[config.mk]
export PLATFORM = sky130hd
export DESIGN_NAME = fault_campaign_seq_flat
export DESIGN_NICKNAME = d
export VERILOG_FILES = /design/src/rtl/fault_campaign_seq_if.sv /design/src/rtl/fault_campaign_seq.sv /design/src/flat_wrapper.sv
export SDC_FILE = /design/constraint.sdc
export NUM_CORES = 1
export LEC_CHECK = 0
export ABC_AREA = 1
export ABC_CLOCK_PERIOD_IN_PS = 7700
export CAP_MARGIN = 20
export CORE_AREA = 2 2 227 229
export CTS_BUF_LIST = sky130_fd_sc_hd__clkbuf_4
export DETAILED_ROUTE_END_ITERATION = 8
export DIE_AREA = 0 0 229 231
export DONT_BUFFER_PORTS = 1
export GPL_TIMING_DRIVEN = 0
export PLACE_DENSITY = 0.71
export SYNTH_ARGS = -nofsm -noshare
export SYNTH_HDL_FRONTEND = slang
export SYNTH_SLANG_ARGS = --single-unit
[constraint.sdc]
create_clock -name clk -period 7.7 [get_ports clk]
set_input_delay 1.54 -clock clk [delete_from_list [all_inputs] [get_ports clk]]
set_output_delay 1.54 -clock clk [all_outputs]
set_load 0.05 [all_outputs]
[src/rtl/fault_campaign_seq_if.sv]
// Host, DUT-wrapper and result-stream signals of the fault campaign sequencer.
// master = sequencer side, slave = host/DUT-wrapper side.
interface fault_campaign_seq_if #(
  parameter int DATA_W  = 128,
  parameter int FID_W   = 16,
  parameter int NUM_VEC = 3
);
  localparam int FV_W = $clog2(NUM_VEC + 1);

  logic              start;
  logic [FID_W-1:0]  batch_start;
  logic [FID_W-1:0]  batch_end;
  logic              busy;
  logic              done;
  logic [FID_W-1:0]  fault_id;
  logic              fault_en;
  logic [DATA_W-1:0] vec_a;
  logic [DATA_W-1:0] vec_b;
  logic [DATA_W-1:0] dut_sum;
  logic              dut_cout;
  // res_valid/res_ready: a result transfers on a rising clk edge where both are
  // high. While res_valid is high and res_ready low, res_* stay stable; res_valid
  // never depends combinationally on res_ready and drops only after a transfer.
  logic              res_valid;
  logic              res_ready;
  logic [FID_W-1:0]  res_fid;
  logic              res_detected;
  logic [FV_W-1:0]   res_first_vec;
  logic [FID_W-1:0]  det_count;

  modport master (
    input  start, batch_start, batch_end, dut_sum, dut_cout, res_ready,
    output busy, done, fault_id, fault_en, vec_a, vec_b,
           res_valid, res_fid, res_detected, res_first_vec, det_count
  );

  modport slave (
    output start, batch_start, batch_end, dut_sum, dut_cout, res_ready,
    input  busy, done, fault_id, fault_en, vec_a, vec_b,
           res_valid, res_fid, res_detected, res_first_vec, det_count
  );
endinterface

[src/rtl/fault_campaign_seq.sv]
// Fault-injection campaign sequencer: golden pass, then one pass per fault ID.
// Optional macro FCS_EARLY_ABORT_EN ends a fault pass at its first mismatch.
module fault_campaign_seq #(
  parameter int          DATA_W     = 128,
  parameter int          FID_W      = 16,
  parameter int          NUM_VEC    = 3,
  parameter int          SETTLE_CYC = 1,
  parameter logic [31:0] LFSR_SEED  = 32'hACE1_2468
) (
  input  logic                 clk,
  input  logic                 rst,
  fault_campaign_seq_if.master bus,
  output logic [2:0]           dbg_state
);
  localparam int FV_W = $clog2(NUM_VEC + 1);
  localparam int K_W  = (NUM_VEC > 1) ? $clog2(NUM_VEC) : 1;
  localparam int S_W  = (SETTLE_CYC > 1) ? $clog2(SETTLE_CYC) : 1;

  typedef enum logic [2:0] {
    IDLE, G_APPLY, G_WAIT, F_APPLY, F_WAIT, EMIT, FIN
  } state_t;

  state_t            state;
  logic [K_W-1:0]    k;
  logic [K_W-1:0]    ld_idx;
  logic [S_W-1:0]    cnt;
  logic [31:0]       lfsr;
  logic [31:0]       lfsr_base;
  logic [31:0]       lfsr_load;
  logic [DATA_W:0]   golden [NUM_VEC];
  logic [FID_W-1:0]  b_start;
  logic [FID_W-1:0]  b_end;
  logic              det_q;
  logic [FV_W-1:0]   fv_q;
  logic [DATA_W-1:0] nxt_a;
  logic [DATA_W-1:0] nxt_b;
  logic [DATA_W:0]   sample;
  logic              wait_last;
  logic              last_k;
  logic              mism;
  logic              det_nxt;
  logic              abort;
  logic              last_fid;
  logic [FV_W-1:0]   fv_nxt;

  // Galois LFSR for x^32 + x^22 + x^2 + x + 1, shifting right.
  function automatic logic [31:0] lfsr_step(input logic [31:0] s);
    return s[0] ? ((s >> 1) ^ 32'h8020_0003) : (s >> 1);
  endfunction

  function automatic logic [DATA_W-1:0] replicate(input logic [31:0] s);
    logic [DATA_W-1:0] r;
    for (int i = 0; i < DATA_W; i++) r[i] = s[i % 32];
    return r;
  endfunction

  assign dbg_state = 3'(state);

  // Vectors are registered on the transition into an APPLY state, so the DUT sees
  // vector k throughout APPLY and all its settle cycles. For k >= 3, a is the
  // LFSR state and b its successor; index 0 always restarts from the seed.
  always_comb begin
    wait_last = (int'(cnt) == SETTLE_CYC - 1);
    last_k    = (int'(k) == NUM_VEC - 1);
    ld_idx    = ((state == G_WAIT || state == F_WAIT) && !last_k) ? k + K_W'(1) : '0;
    lfsr_base = (ld_idx == '0) ? LFSR_SEED : lfsr;
    lfsr_load = lfsr_base;
    nxt_a     = '0;
    nxt_b     = '0;
    case (int'(ld_idx))
      0: begin
        nxt_a = '1;
        nxt_b = DATA_W'(1);
      end
      1: begin
        nxt_a = DATA_W'(1);
        nxt_b = '1;
      end
      2: begin
        nxt_a = '0;
        nxt_b = '0;
      end
      default: begin
        nxt_a     = replicate(lfsr_base);
        nxt_b     = replicate(lfsr_step(lfsr_base));
        lfsr_load = lfsr_step(lfsr_base);
      end
    endcase

    sample  = {bus.dut_cout, bus.dut_sum};
    mism    = (sample != golden[k]);
    det_nxt = det_q | mism;
    fv_nxt  = (mism && !det_q) ? FV_W'(k) : fv_q;
`ifdef FCS_EARLY_ABORT_EN
    abort   = mism;
`else
    abort   = 1'b0;
`endif
    // Widened by one bit so the last usable ID never wraps into a false match.
    last_fid = (({1'b0, bus.fault_id} + (FID_W + 1)'(1)) == {1'b0, b_end});
  end

  always_ff @(posedge clk) begin
    if (rst) begin
      state             <= IDLE;
      k                 <= '0;
      cnt               <= '0;
      lfsr              <= LFSR_SEED;
      b_start           <= '0;
      b_end             <= '0;
      det_q             <= 1'b0;
      fv_q              <= '0;
      bus.busy          <= 1'b0;
      bus.done          <= 1'b0;
      bus.fault_id      <= '0;
      bus.fault_en      <= 1'b0;
      bus.vec_a         <= '0;
      bus.vec_b         <= '0;
      bus.res_valid     <= 1'b0;
      bus.res_fid       <= '0;
      bus.res_detected  <= 1'b0;
      bus.res_first_vec <= '0;
      bus.det_count     <= '0;
    end else begin
      bus.done <= 1'b0;
      case (state)
        IDLE: begin
          if (bus.start) begin
            b_start       <= bus.batch_start;
            b_end         <= bus.batch_end;
            bus.busy      <= 1'b1;
            bus.det_count <= '0;
            bus.fault_en  <= 1'b0;
            k             <= '0;
            bus.vec_a     <= nxt_a;
            bus.vec_b     <= nxt_b;
            lfsr          <= lfsr_load;
            state         <= G_APPLY;
          end
        end

        G_APPLY: begin
          cnt   <= '0;
          state <= G_WAIT;
        end

        G_WAIT: begin
          if (wait_last) begin
            golden[k] <= sample;
            if (!last_k) begin
              k         <= k + K_W'(1);
              bus.vec_a <= nxt_a;
              bus.vec_b <= nxt_b;
              lfsr      <= lfsr_load;
              state     <= G_APPLY;
            end else begin
              k <= '0;
              if (b_start >= b_end) begin
                state <= FIN;
              end else begin
                bus.fault_id <= b_start;
                bus.fault_en <= 1'b1;
                det_q        <= 1'b0;
                fv_q         <= FV_W'(NUM_VEC);
                bus.vec_a    <= nxt_a;
                bus.vec_b    <= nxt_b;
                lfsr         <= lfsr_load;
                state        <= F_APPLY;
              end
            end
          end else begin
            cnt <= cnt + S_W'(1);
          end
        end

        F_APPLY: begin
          cnt   <= '0;
          state <= F_WAIT;
        end

        F_WAIT: begin
          if (wait_last) begin
            det_q <= det_nxt;
            fv_q  <= fv_nxt;
            if (last_k || abort) begin
              bus.res_valid     <= 1'b1;
              bus.res_fid       <= bus.fault_id;
              bus.res_detected  <= det_nxt;
              bus.res_first_vec <= fv_nxt;
              state             <= EMIT;
            end else begin
              k         <= k + K_W'(1);
              bus.vec_a <= nxt_a;
              bus.vec_b <= nxt_b;
              lfsr      <= lfsr_load;
              state     <= F_APPLY;
            end
          end else begin
            cnt <= cnt + S_W'(1);
          end
        end

        EMIT: begin
          if (bus.res_ready) begin
            bus.res_valid <= 1'b0;
            if (bus.res_detected && (bus.det_count != '1))
              bus.det_count <= bus.det_count + FID_W'(1);
            if (last_fid) begin
              state <= FIN;
            end else begin
              bus.fault_id <= bus.fault_id + FID_W'(1);
              k            <= '0;
              det_q        <= 1'b0;
              fv_q         <= FV_W'(NUM_VEC);
              bus.vec_a    <= nxt_a;
              bus.vec_b    <= nxt_b;
              lfsr         <= lfsr_load;
              state        <= F_APPLY;
            end
          end
        end

        FIN: begin
          bus.done     <= 1'b1;
          bus.busy     <= 1'b0;
          bus.fault_en <= 1'b0;
          state        <= IDLE;
        end

        default: state <= IDLE;
      endcase
    end
  end
endmodule

[src/flat_wrapper.sv]
// flat-port wrapper written by rule: the top's interface ports become plain ports
module fault_campaign_seq_flat 
#(
  parameter int          DATA_W     = 128,
  parameter int          FID_W      = 16,
  parameter int          NUM_VEC    = 3,
  parameter int          SETTLE_CYC = 1,
  parameter logic [31:0] LFSR_SEED  = 32'hACE1_2468
)
  (clk, rst, dbg_state, bus_start, bus_batch_start, bus_batch_end, bus_dut_sum, bus_dut_cout, bus_res_ready, bus_busy, bus_done, bus_fault_id, bus_fault_en, bus_vec_a, bus_vec_b, bus_res_valid, bus_res_fid, bus_res_detected, bus_res_first_vec, bus_det_count);
  fault_campaign_seq_if #(.DATA_W(DATA_W), .FID_W(FID_W), .NUM_VEC(NUM_VEC)) bus_i ();
  input  logic clk;
  input  logic rst;
  output logic [2:0] dbg_state;
  input wire logic [$bits(bus_i.start)-1:0] bus_start;
  input wire logic [$bits(bus_i.batch_start)-1:0] bus_batch_start;
  input wire logic [$bits(bus_i.batch_end)-1:0] bus_batch_end;
  input wire logic [$bits(bus_i.dut_sum)-1:0] bus_dut_sum;
  input wire logic [$bits(bus_i.dut_cout)-1:0] bus_dut_cout;
  input wire logic [$bits(bus_i.res_ready)-1:0] bus_res_ready;
  output wire logic [$bits(bus_i.busy)-1:0] bus_busy;
  output wire logic [$bits(bus_i.done)-1:0] bus_done;
  output wire logic [$bits(bus_i.fault_id)-1:0] bus_fault_id;
  output wire logic [$bits(bus_i.fault_en)-1:0] bus_fault_en;
  output wire logic [$bits(bus_i.vec_a)-1:0] bus_vec_a;
  output wire logic [$bits(bus_i.vec_b)-1:0] bus_vec_b;
  output wire logic [$bits(bus_i.res_valid)-1:0] bus_res_valid;
  output wire logic [$bits(bus_i.res_fid)-1:0] bus_res_fid;
  output wire logic [$bits(bus_i.res_detected)-1:0] bus_res_detected;
  output wire logic [$bits(bus_i.res_first_vec)-1:0] bus_res_first_vec;
  output wire logic [$bits(bus_i.det_count)-1:0] bus_det_count;
  assign bus_i.start = bus_start;
  assign bus_i.batch_start = bus_batch_start;
  assign bus_i.batch_end = bus_batch_end;
  assign bus_i.dut_sum = bus_dut_sum;
  assign bus_i.dut_cout = bus_dut_cout;
  assign bus_i.res_ready = bus_res_ready;
  assign bus_busy = bus_i.busy;
  assign bus_done = bus_i.done;
  assign bus_fault_id = bus_i.fault_id;
  assign bus_fault_en = bus_i.fault_en;
  assign bus_vec_a = bus_i.vec_a;
  assign bus_vec_b = bus_i.vec_b;
  assign bus_res_valid = bus_i.res_valid;
  assign bus_res_fid = bus_i.res_fid;
  assign bus_res_detected = bus_i.res_detected;
  assign bus_res_first_vec = bus_i.res_first_vec;
  assign bus_det_count = bus_i.det_count;
  fault_campaign_seq #(.DATA_W(DATA_W), .FID_W(FID_W), .NUM_VEC(NUM_VEC), .SETTLE_CYC(SETTLE_CYC), .LFSR_SEED(LFSR_SEED)) u_core (.clk(clk), .rst(rst), .bus(bus_i), .dbg_state(dbg_state));
endmodule
==> results of run 1 <==
==> flip-flops by register name, indices dropped and copies added, names as in the netlist, 3 cells and up, named ones only <==
name	flops
u_core.lfsr	32
u_core.b_end	16
u_core.dbg_state	3
u_core.bus.vec_a	33
u_core.b_start	16
u_core.bus.res_fid	16
u_core.bus.det_count	16
u_core.bus.vec_b	33
u_core.bus.fault_id	16
u_core.golden	387
==> kinds of logic after synthesis <==
group           after synthesis  synth area share (%)
compound gates              522                 10.69
xor+xnor                     27                0.9582
fa+ha+maj                    22                0.9991
buf+inv                     551                 10.61
flops                       582                 56.35
simple gates               1344                 20.39
==> worst min path at each step <==
stage / startpoint / end / slack (ns) / cells after the start
5_1_grt: u_core.det_q / u_core.det_q / 0.50 / 2
2_1_floorplan: u_core.det_q / u_core.det_q / 0.45 / 2
3_3_place_gp: u_core.det_q / u_core.det_q / 0.46 / 2
3_5_place_dp: u_core.det_q / u_core.det_q / 0.47 / 2
4_1_cts: u_core.det_q / u_core.det_q / 0.48 / 2
6_report: u_core.det_q / u_core.det_q / 0.47 / 2
==> Yosys cell counts (2+ instances only) <==
| cell type | count | area, sq um |
|---|---|---|
| sky130_fd_sc_hd__xnor2_1 | 3 | 26.28 |
| sky130_fd_sc_hd__ha_1 | 22 | 275.3 |
| sky130_fd_sc_hd__nor3_1 | 11 | 55.05 |
| sky130_fd_sc_hd__a31oi_1 | 5 | 31.28 |
| sky130_fd_sc_hd__inv_1 | 221 | 829.6 |
| sky130_fd_sc_hd__xnor3_1 | 2 | 45.04 |
| sky130_fd_sc_hd__edfxtp_1 | 387 | 11620 |
| sky130_fd_sc_hd__o21ai_0 | 165 | 825.8 |
| sky130_fd_sc_hd__xor2_1 | 22 | 192.7 |
| sky130_fd_sc_hd__o211ai_1 | 74 | 555.5 |
| sky130_fd_sc_hd__buf_1 | 3 | 11.26 |
| sky130_fd_sc_hd__o21ai_1 | 9 | 45.04 |
| sky130_fd_sc_hd__a21oi_1 | 215 | 1076 |
| sky130_fd_sc_hd__nand4_2 | 2 | 25.02 |
| sky130_fd_sc_hd__or2_2 | 36 | 225.2 |
| sky130_fd_sc_hd__o21a_1 | 39 | 292.8 |
| sky130_fd_sc_hd__clkbuf_1 | 67 | 251.5 |
| sky130_fd_sc_hd__nand2_1 | 856 | 3213 |
| sky130_fd_sc_hd__nor2_2 | 9 | 56.30 |
| sky130_fd_sc_hd__nand3b_1 | 17 | 127.6 |
| sky130_fd_sc_hd__inv_2 | 8 | 30.03 |
| sky130_fd_sc_hd__buf_6 | 9 | 101.4 |
| sky130_fd_sc_hd__nand3_1 | 251 | 1256 |
| sky130_fd_sc_hd__dfxtp_1 | 195 | 3904 |
| sky130_fd_sc_hd__buf_2 | 49 | 245.2 |
| sky130_fd_sc_hd__nand4_1 | 8 | 50.05 |
| sky130_fd_sc_hd__o31ai_1 | 8 | 60.06 |
| sky130_fd_sc_hd__nor2_1 | 149 | 559.3 |
| sky130_fd_sc_hd__buf_4 | 193 | 1449 |
| sky130_fd_sc_hd__o21bai_1 | 2 | 15.01 |
==> metal layers <==
metal	GRT usage [%]	wire, um
met4	11.79	2416
met2	48.64	39080
met1	37.65	32370
met3	10.23	8359
met5	0	16
==> power by group through the flow <==
stage	sequential (mW)	clock, mW	combinational (mW)
5_1_grt	3.72	2.90	1.76
4_1_cts	3.71	2.73	1.63
6_report	3.71	2.69	1.64
2_1_floorplan	3.73	0	1.29
3_3_place_gp	3.78	0	1.58
3_5_place_dp	3.78	0	1.62
==> per-stage QoR <==
stage	util [%]	TNS, ns	hold WS [ns]	std cells	power, mW
after CTS	60.53	0	0.4754	4010	8.063
after global placement	56.04	-1865.60	0.4594	3728	5.365
after detailed placement	56.71	0	0.4669	3743	5.399
after global routing	60.54	0	0.5035	4013	8.380
after floorplan	-	-93.03	0.4453	3048	5.019
final	60.54	0	0.4712	4013	8.032
==> cell type report <==
cell class | count | area share (%)
Inverter | 229 | 2.802
Clock buffer | 226 | 5.530
Buffer | 322 | 6.725
Tap cell | 680 | 2.773
Antenna cell | 3 | 0.02447
Sequential cell | 582 | 50.60
Multi-Input combinational cell | 1915 | 29.74
Clock inverter | 41 | 0.7748
Timing Repair Buffer | 15 | 1.028
==> cells in the final DEF, fill, tap and decap left out, drive strengths merged, types with 22 or more instances in the layout <==
cell type  instances
buf              269
edfxtp           387
clkbuf           294
o211ai            74
o21a              39
or2               37
o21ai            174
ha                22
inv              230
nand3            252
nand2            857
xor2              22
a21oi            216
nor2             159
clkinv            33
dfxtp            195
==> worst register-to-register path: cells and delay by family (launching register included) <==
family	cells	cell delay, ns
buffers and inverters	1	0.23
adders and majority gates	1	0.42
DFF	1	0.86
AOI/OAI and AO/OA	1	0.19
and+or+nand+nor	11	1.66
==> results.rst, run 1 <==
.. list-table::
   :header-rows: 1

   * - Metric
     - Value
   * - Transition time at the pin with the least slew margin
     - 0.9082 ns
   * - CTS buffer count
     - 150
   * - Number of global-route vias before repair
     - 21149
   * - Sequential cell area fraction in the yosys report
     - 56.35%
   * - Kind of start point of the critical path
     - register
   * - Y dimension of the die
     - 231 um
   * - Final ANT Viol Nets
     - 0
   * - Detail-routed net length per standard cell
     - 20.49 um
   * - Cell with the largest stage delay on the worst path
     - sky130_fd_sc_hd__dfxtp_1
   * - CP Capture Type
     - output pin
   * - Post-CTS setup buffer count
     - 0
   * - Reg power frac
     - 46.1%
   * - Core Rows
     - 83
   * - Hold-fix buffers at CTS
     - 0
   * - Cell family contributing the most delay on the critical path
     - flip-flops
   * - Maximum number of pins on one net before global-route repair
     - 29
   * - Async SR Flop Fraction
     - 0%
   * - Number of sinks handled by clock tree synthesis
     - 582
   * - Router iterations before antenna repair
     - 8
   * - Cell internal power dissipation
     - 5.307 mW
   * - Clock network latency to the later pin of the worst-skew pair
     - 1.01 ns
   * - Cell leakage power
     - 12.50 nW
   * - Worst flop-to-flop path endpoint
     - u_core.bus.vec_a[124]
   * - Signed area change from the synthesized netlist to the final layout
     - 11.36%
   * - IR drop worst, VDD
     - 0.0001509 V
   * - Overflow left after global routing
     - 0
   * - Count of nets after finishing
     - 3402
   * - Warnings, synthesis
     - 0
   * - Worst path depth
     - 1
   * - Post-synthesis area per instance
     - 9.039 sq um
   * - Max transition margin
     - 39.37%
   * - Ports
     - 479
   * - Synthesized netlist net count
     - 3235
   * - Outcome
     - completed
   * - Final weighted congestion of routability-driven global placement
     - 0.9278
   * - Vias/cell
     - 5.577
   * - Mapped Cells
     - 3048
   * - Total track usage
     - 30.22%
   * - HPWL after detailed placement
     - 59420 um
   * - Max stage delay on crit path
     - 0.83 ns
   * - Setup slack after placement
     - 3.323 ns
   * - Setup-violating endpoint count in the final report
     - 0
   * - Global-route wire length before repair
     - 120600 um
   * - Count of H-tree levels built during CTS
     - 4
   * - Final Slew Violations
     - 0
   * - Sum of buffers and inverters on the critical path
     - 1
   * - Buffers from clock root to sink, at most
     - 3
   * - Via count
     - 22381
   * - Arrival time of data at the critical path endpoint
     - 2.13 ns
   * - Number of remaining DRC errors
     - 0
   * - Total Wirelength
     - 82250 um
   * - Clk slew on worst S/H paths
     - 0.06 ns
   * - Fraction of final layout cells with drive strength greater than 1
     - 17.09%
   * - Clock share of power
     - 33.5%
   * - Post-route worst setup slack
     - 4.029 ns
   * - RSZ-0062 raised after global routing
     - no
   * - Root Buffer
     - sky130_fd_sc_hd__clkbuf_4
   * - Reg-to-reg critical path startpoint
     - u_core.bus.fault_id[0]
   * - Number of hold violations in the final report
     - 0
   * - Number of antenna violations at the first check in global routing
     - 4
   * - Fraction of power spent switching nets
     - 33.92%
   * - Cell chain of the critical path
     - buf_4
   * - Worst setup path end
     - bus_vec_a[89]
   * - Fill cell instance count of the final layout
     - 4337
   * - Class of the tightest hold or removal check
     - reg -> reg
   * - Period utilization
     - 47.68%
   * - Non-Filler Cell Area, Final
     - 30680 sq um
   * - Worst Skew
     - 0.07509 ns
   * - Relative contribution of combinational cells to total power
     - 20.4%
   * - Number of enable-type register cells in the synthesized netlist
     - 387
   * - Starting density of the core
     - 54.37%
   * - Data required, critical path
     - 6.16 ns
   * - Core area
     - 50680 sq um
   * - Final critical path time including I/O delays and setup
     - 3.671 ns
   * - Top FF cell, synth
     - sky130_fd_sc_hd__edfxtp_1
   * - Placed inst area
     - 28740 sq um
   * - Total Die Area
     - 52900 sq um
   * - Max-cap violation count
     - 0
   * - Synth Register Bits
     - 582
   * - Critical path origin
     - u_core.bus.vec_a[121]
   * - TritonCTS clock tree
     - done
   * - Max frequency
     - 272.4 MHz
   * - Number of different library cells in the post-synthesis netlist
     - 41
   * - Power Density
     - 261.8 nW/um^2
   * - Type of the worst setup path
     - reg -> out
   * - Seq. cell area
     - 15520 sq um
   * - Worst Reg2Reg Path Length in Cells
     - 14
   * - Horizontal extent of the die
     - 229 um
   * - Maximum fanout encountered on the critical timing path
     - 5
   * - Port buffer count
     - 0
   * - Cell Area, Synth
     - 27550 sq um
   * - Area of the multi-input gates
     - 9126 sq um
   * - Resized cells post-CTS
     - 0
   * - Iteration-0 DRC count of the detailed router
     - 2028
   * - Switch Pwr
     - 2.725 mW
   * - Setup slack of the worst register-to-register path
     - 4.26 ns
Note: power is estimated with default switching activity, not from simulation.
==> run 2: changes to the inputs <==
Settings changed: ABC_CLOCK_PERIOD_IN_PS 7700 to 3140.
Clock period 7.7 ns to 3.14 ns, I/O delays scaled along.
==> results.rst, run 2 (synthesis results as in run 1) <==
.. list-table::
   :header-rows: 1

   * - Metric
     - Value
   * - Number of hold violations in the final report
     - 0
   * - Total Die Area
     - 52900 sq um
   * - Cell type with the highest occurrence count on the critical path
     - sky130_fd_sc_hd__nand2_1
   * - Setup tns final
     - 0 ns
   * - Starting density of the core
     - 54.37%
   * - Number of sinks handled by clock tree synthesis
     - 582
   * - Startpoint of the lowest-slack hold path
     - bus_start
   * - Cell chain of the critical path
     - buf_4, inv_2, buf_1, nand2_1, nand3_1, nand3_1, nand2_1, nand2_1, nor2_1, nand2_1, nor2_1, nand2_1, nor2_2, nand3_1, nand3_1, nand3_1, nand2_1, inv_1
   * - Max reg flops
     - 387
   * - Top reg by flops
     - u_core.golden
   * - Max stage delay on crit path
     - 0.48 ns
   * - Power Density
     - 615.1 nW/um^2
   * - Number of remaining DRC errors
     - 0
   * - Class of the tightest hold or removal check
     - in -> reg
   * - Iteration-0 DRC count of the detailed router
     - 2498
   * - Count of H-tree levels built during CTS
     - 4
   * - Post-CTS setup buffer count
     - 0
   * - Final weighted congestion of routability-driven global placement
     - 0.9281
   * - CP Capture Type
     - register
   * - Final Slew Violations
     - 0
   * - Global-route wire length before repair
     - 130600 um
   * - Vias/cell
     - 5.642
   * - Core Rows
     - 83
   * - Largest regs
     - u_core.golden: 387 flops, u_core.bus.vec_a: 33 flops, u_core.bus.vec_b: 33 flops
   * - Worst Skew
     - 0.05387 ns
   * - Via count
     - 23561
   * - Max transition margin
     - 41.38%
   * - Ports
     - 479
   * - Overflow left after global routing
     - 0
   * - Cell with the largest stage delay on the worst path
     - sky130_fd_sc_hd__buf_1
   * - Y dimension of the die
     - 231 um
   * - IR drop worst, VDD
     - 0.0004695 V
   * - Clock share of power
     - 33.0%
   * - Final critical path time including I/O delays and setup
     - 2.914 ns
   * - Count of nets after finishing
     - 3568
   * - Arrival time of data at the critical path endpoint
     - 3.78 ns
   * - Root Buffer
     - sky130_fd_sc_hd__clkbuf_4
   * - Cell internal power dissipation
     - 13.12 mW
   * - Clk slew on worst S/H paths
     - 0.06 ns
   * - Maximum fanout encountered on the critical timing path
     - 10
   * - Total Wirelength
     - 87340 um
   * - Final ANT Viol Nets
     - 0
   * - Fraction of power spent switching nets
     - 34.32%
   * - Switch Pwr
     - 6.854 mW
   * - Transition time at the pin with the least slew margin
     - 0.8773 ns
   * - Detail-routed net length per standard cell
     - 20.91 um
   * - Router iterations before antenna repair
     - 9
   * - Port buffer count
     - 0
   * - TritonCTS clock tree
     - done
   * - Relative contribution of combinational cells to total power
     - 21.6%
   * - Reg power frac
     - 45.4%
   * - Outcome
     - completed
   * - Setup-violating endpoint count in the final report
     - 0
   * - Cell family contributing the most delay on the critical path
     - simple AND/OR/NAND/NOR gates
   * - Fraction of final layout cells with drive strength greater than 1
     - 17.25%
   * - Signed area change from the synthesized netlist to the final layout
     - 17.84%
   * - Kind of start point of the critical path
     - register
   * - Buffers from clock root to sink, at most
     - 3
   * - Max frequency
     - 343.2 MHz
   * - Max-cap violation count
     - 0
   * - Data required, critical path
     - 4.01 ns
   * - Commonest cells after routing, fill and taps aside
     - sky130_fd_sc_hd__nand2_1, sky130_fd_sc_hd__edfxtp_1, sky130_fd_sc_hd__nand3_1
   * - Overall power
     - 19.97 mW
   * - Worst slack on hold paths
     - 0.2124 ns
   * - Total track usage
     - 32.51%
   * - Period utilization
     - 92.79%
   * - Core area
     - 50680 sq um
   * - Cell leakage power
     - 13.28 nW
   * - Horizontal extent of the die
     - 229 um
   * - Number of antenna violations at the first check in global routing
     - 2
   * - Most common library cell in the layout ignoring fill and taps
     - sky130_fd_sc_hd__nand2_1
   * - Type of the worst setup path
     - reg -> reg
   * - Maximum number of pins on one net before global-route repair
     - 29
   * - Number of global-route vias before repair
     - 22911
   * - HPWL after detailed placement
     - 59980 um
   * - RSZ-0062 raised after global routing
     - no
   * - Clock network latency to the later pin of the worst-skew pair
     - 1.02 ns
   * - CTS buffer count
     - 153
   * - Sum of buffers and inverters on the critical path
     - 4
run 2: cell types whose count changed in the layout (fill, tap and decap cells not counted), sizes merged:
cell / delta
clkinvlp: -3
buf: -8
clkinv: +1
dlygate4sd3: +163
inv: +2
clkbuf: +4
diode: +4
run 2: power by group through the flow:
stage                     logic [mW]  clock network (mW)  registers, mW
after global placement          3.90                   0           9.24
final                           4.31                6.60           9.07
after detailed placement        4.00                   0           9.24
after CTS                       4.24                6.66           9.07
after floorplan                 3.18                   0           9.13
after global routing            4.63                7.08           9.09
run 2: worst paths after layout:
check | to | slack (ns) | depth (start not counted)
max | u_core.bus.res_first_vec[0] | 0.23 | 18
min | u_core.b_start[3] | 0.21 | 3
max reg2reg | u_core.bus.res_first_vec[0] | 0.23 | 18
min reg2reg | u_core.det_q | 0.48 | 2
run 2: layout make-up:
cell class	count	area, sq um
clock buffers	222	1667
well taps	680	850.8
diodes	7	17.52
fillers	4171	18210
inverters	229	862.1
plain buffers	321	2115
clock inverters	41	234.0
repair buffers	179	1997
multi-input cells	1915	9158
flip-flops and latches	582	15570
run 2: worst reg2reg max path, stage by stage (launching register included):
cell                      delay, ns
sky130_fd_sc_hd__dfxtp_1       0.29
sky130_fd_sc_hd__buf_4         0.16
sky130_fd_sc_hd__inv_2         0.11
sky130_fd_sc_hd__buf_1         0.48
sky130_fd_sc_hd__nand2_1       0.11
sky130_fd_sc_hd__nand3_1       0.12
sky130_fd_sc_hd__nand3_1       0.10
sky130_fd_sc_hd__nand2_1       0.12
sky130_fd_sc_hd__nand2_1       0.12
sky130_fd_sc_hd__nor2_1        0.12
sky130_fd_sc_hd__nand2_1       0.07
sky130_fd_sc_hd__nor2_1        0.19
sky130_fd_sc_hd__nand2_1       0.14
sky130_fd_sc_hd__nor2_2        0.19
sky130_fd_sc_hd__nand3_1       0.15
sky130_fd_sc_hd__nand3_1       0.12
sky130_fd_sc_hd__nand3_1       0.10
sky130_fd_sc_hd__nand2_1       0.09
sky130_fd_sc_hd__inv_1         0.04
run 2: repair_timing:
| item | in CTS | in global routing |
|---|---|---|
| hold buffers | 163 | 0 |
| endpoints found under the setup margin | 119 | 120 |
| gates resized for setup | 9 | 60 |
| pin swaps | 0 | 0 |
| endpoints found under the hold margin | 432 | 0 |
run 2: per-layer routing:
metal / track usage, % / part of all wire [%] / up-vias
met3: 8.424 / 9.3 / 215
li1: - / - / 10833
met2: 52.11 / 47 / 1266
met1: 41.65 / 40 / 11247
met5: 0 / 0 / -
met4: 14.59 / 3.7 / 0
run 2: through the flow:
stage / setup slack, ns / utilization, % / std cells / cell area, sq um
2_1_floorplan: -0.1621 / - / 3048 / 27590
3_3_place_gp: -1.726 / 56.13 / 3728 / 28440
3_5_place_dp: -0.2714 / 56.85 / 3744 / 28810
4_1_cts: 0.03490 / 63.83 / 4169 / 32350
5_1_grt: 0.002286 / 64.06 / 4175 / 32460
6_report: 0.2263 / 64.07 / 4176 / 32470
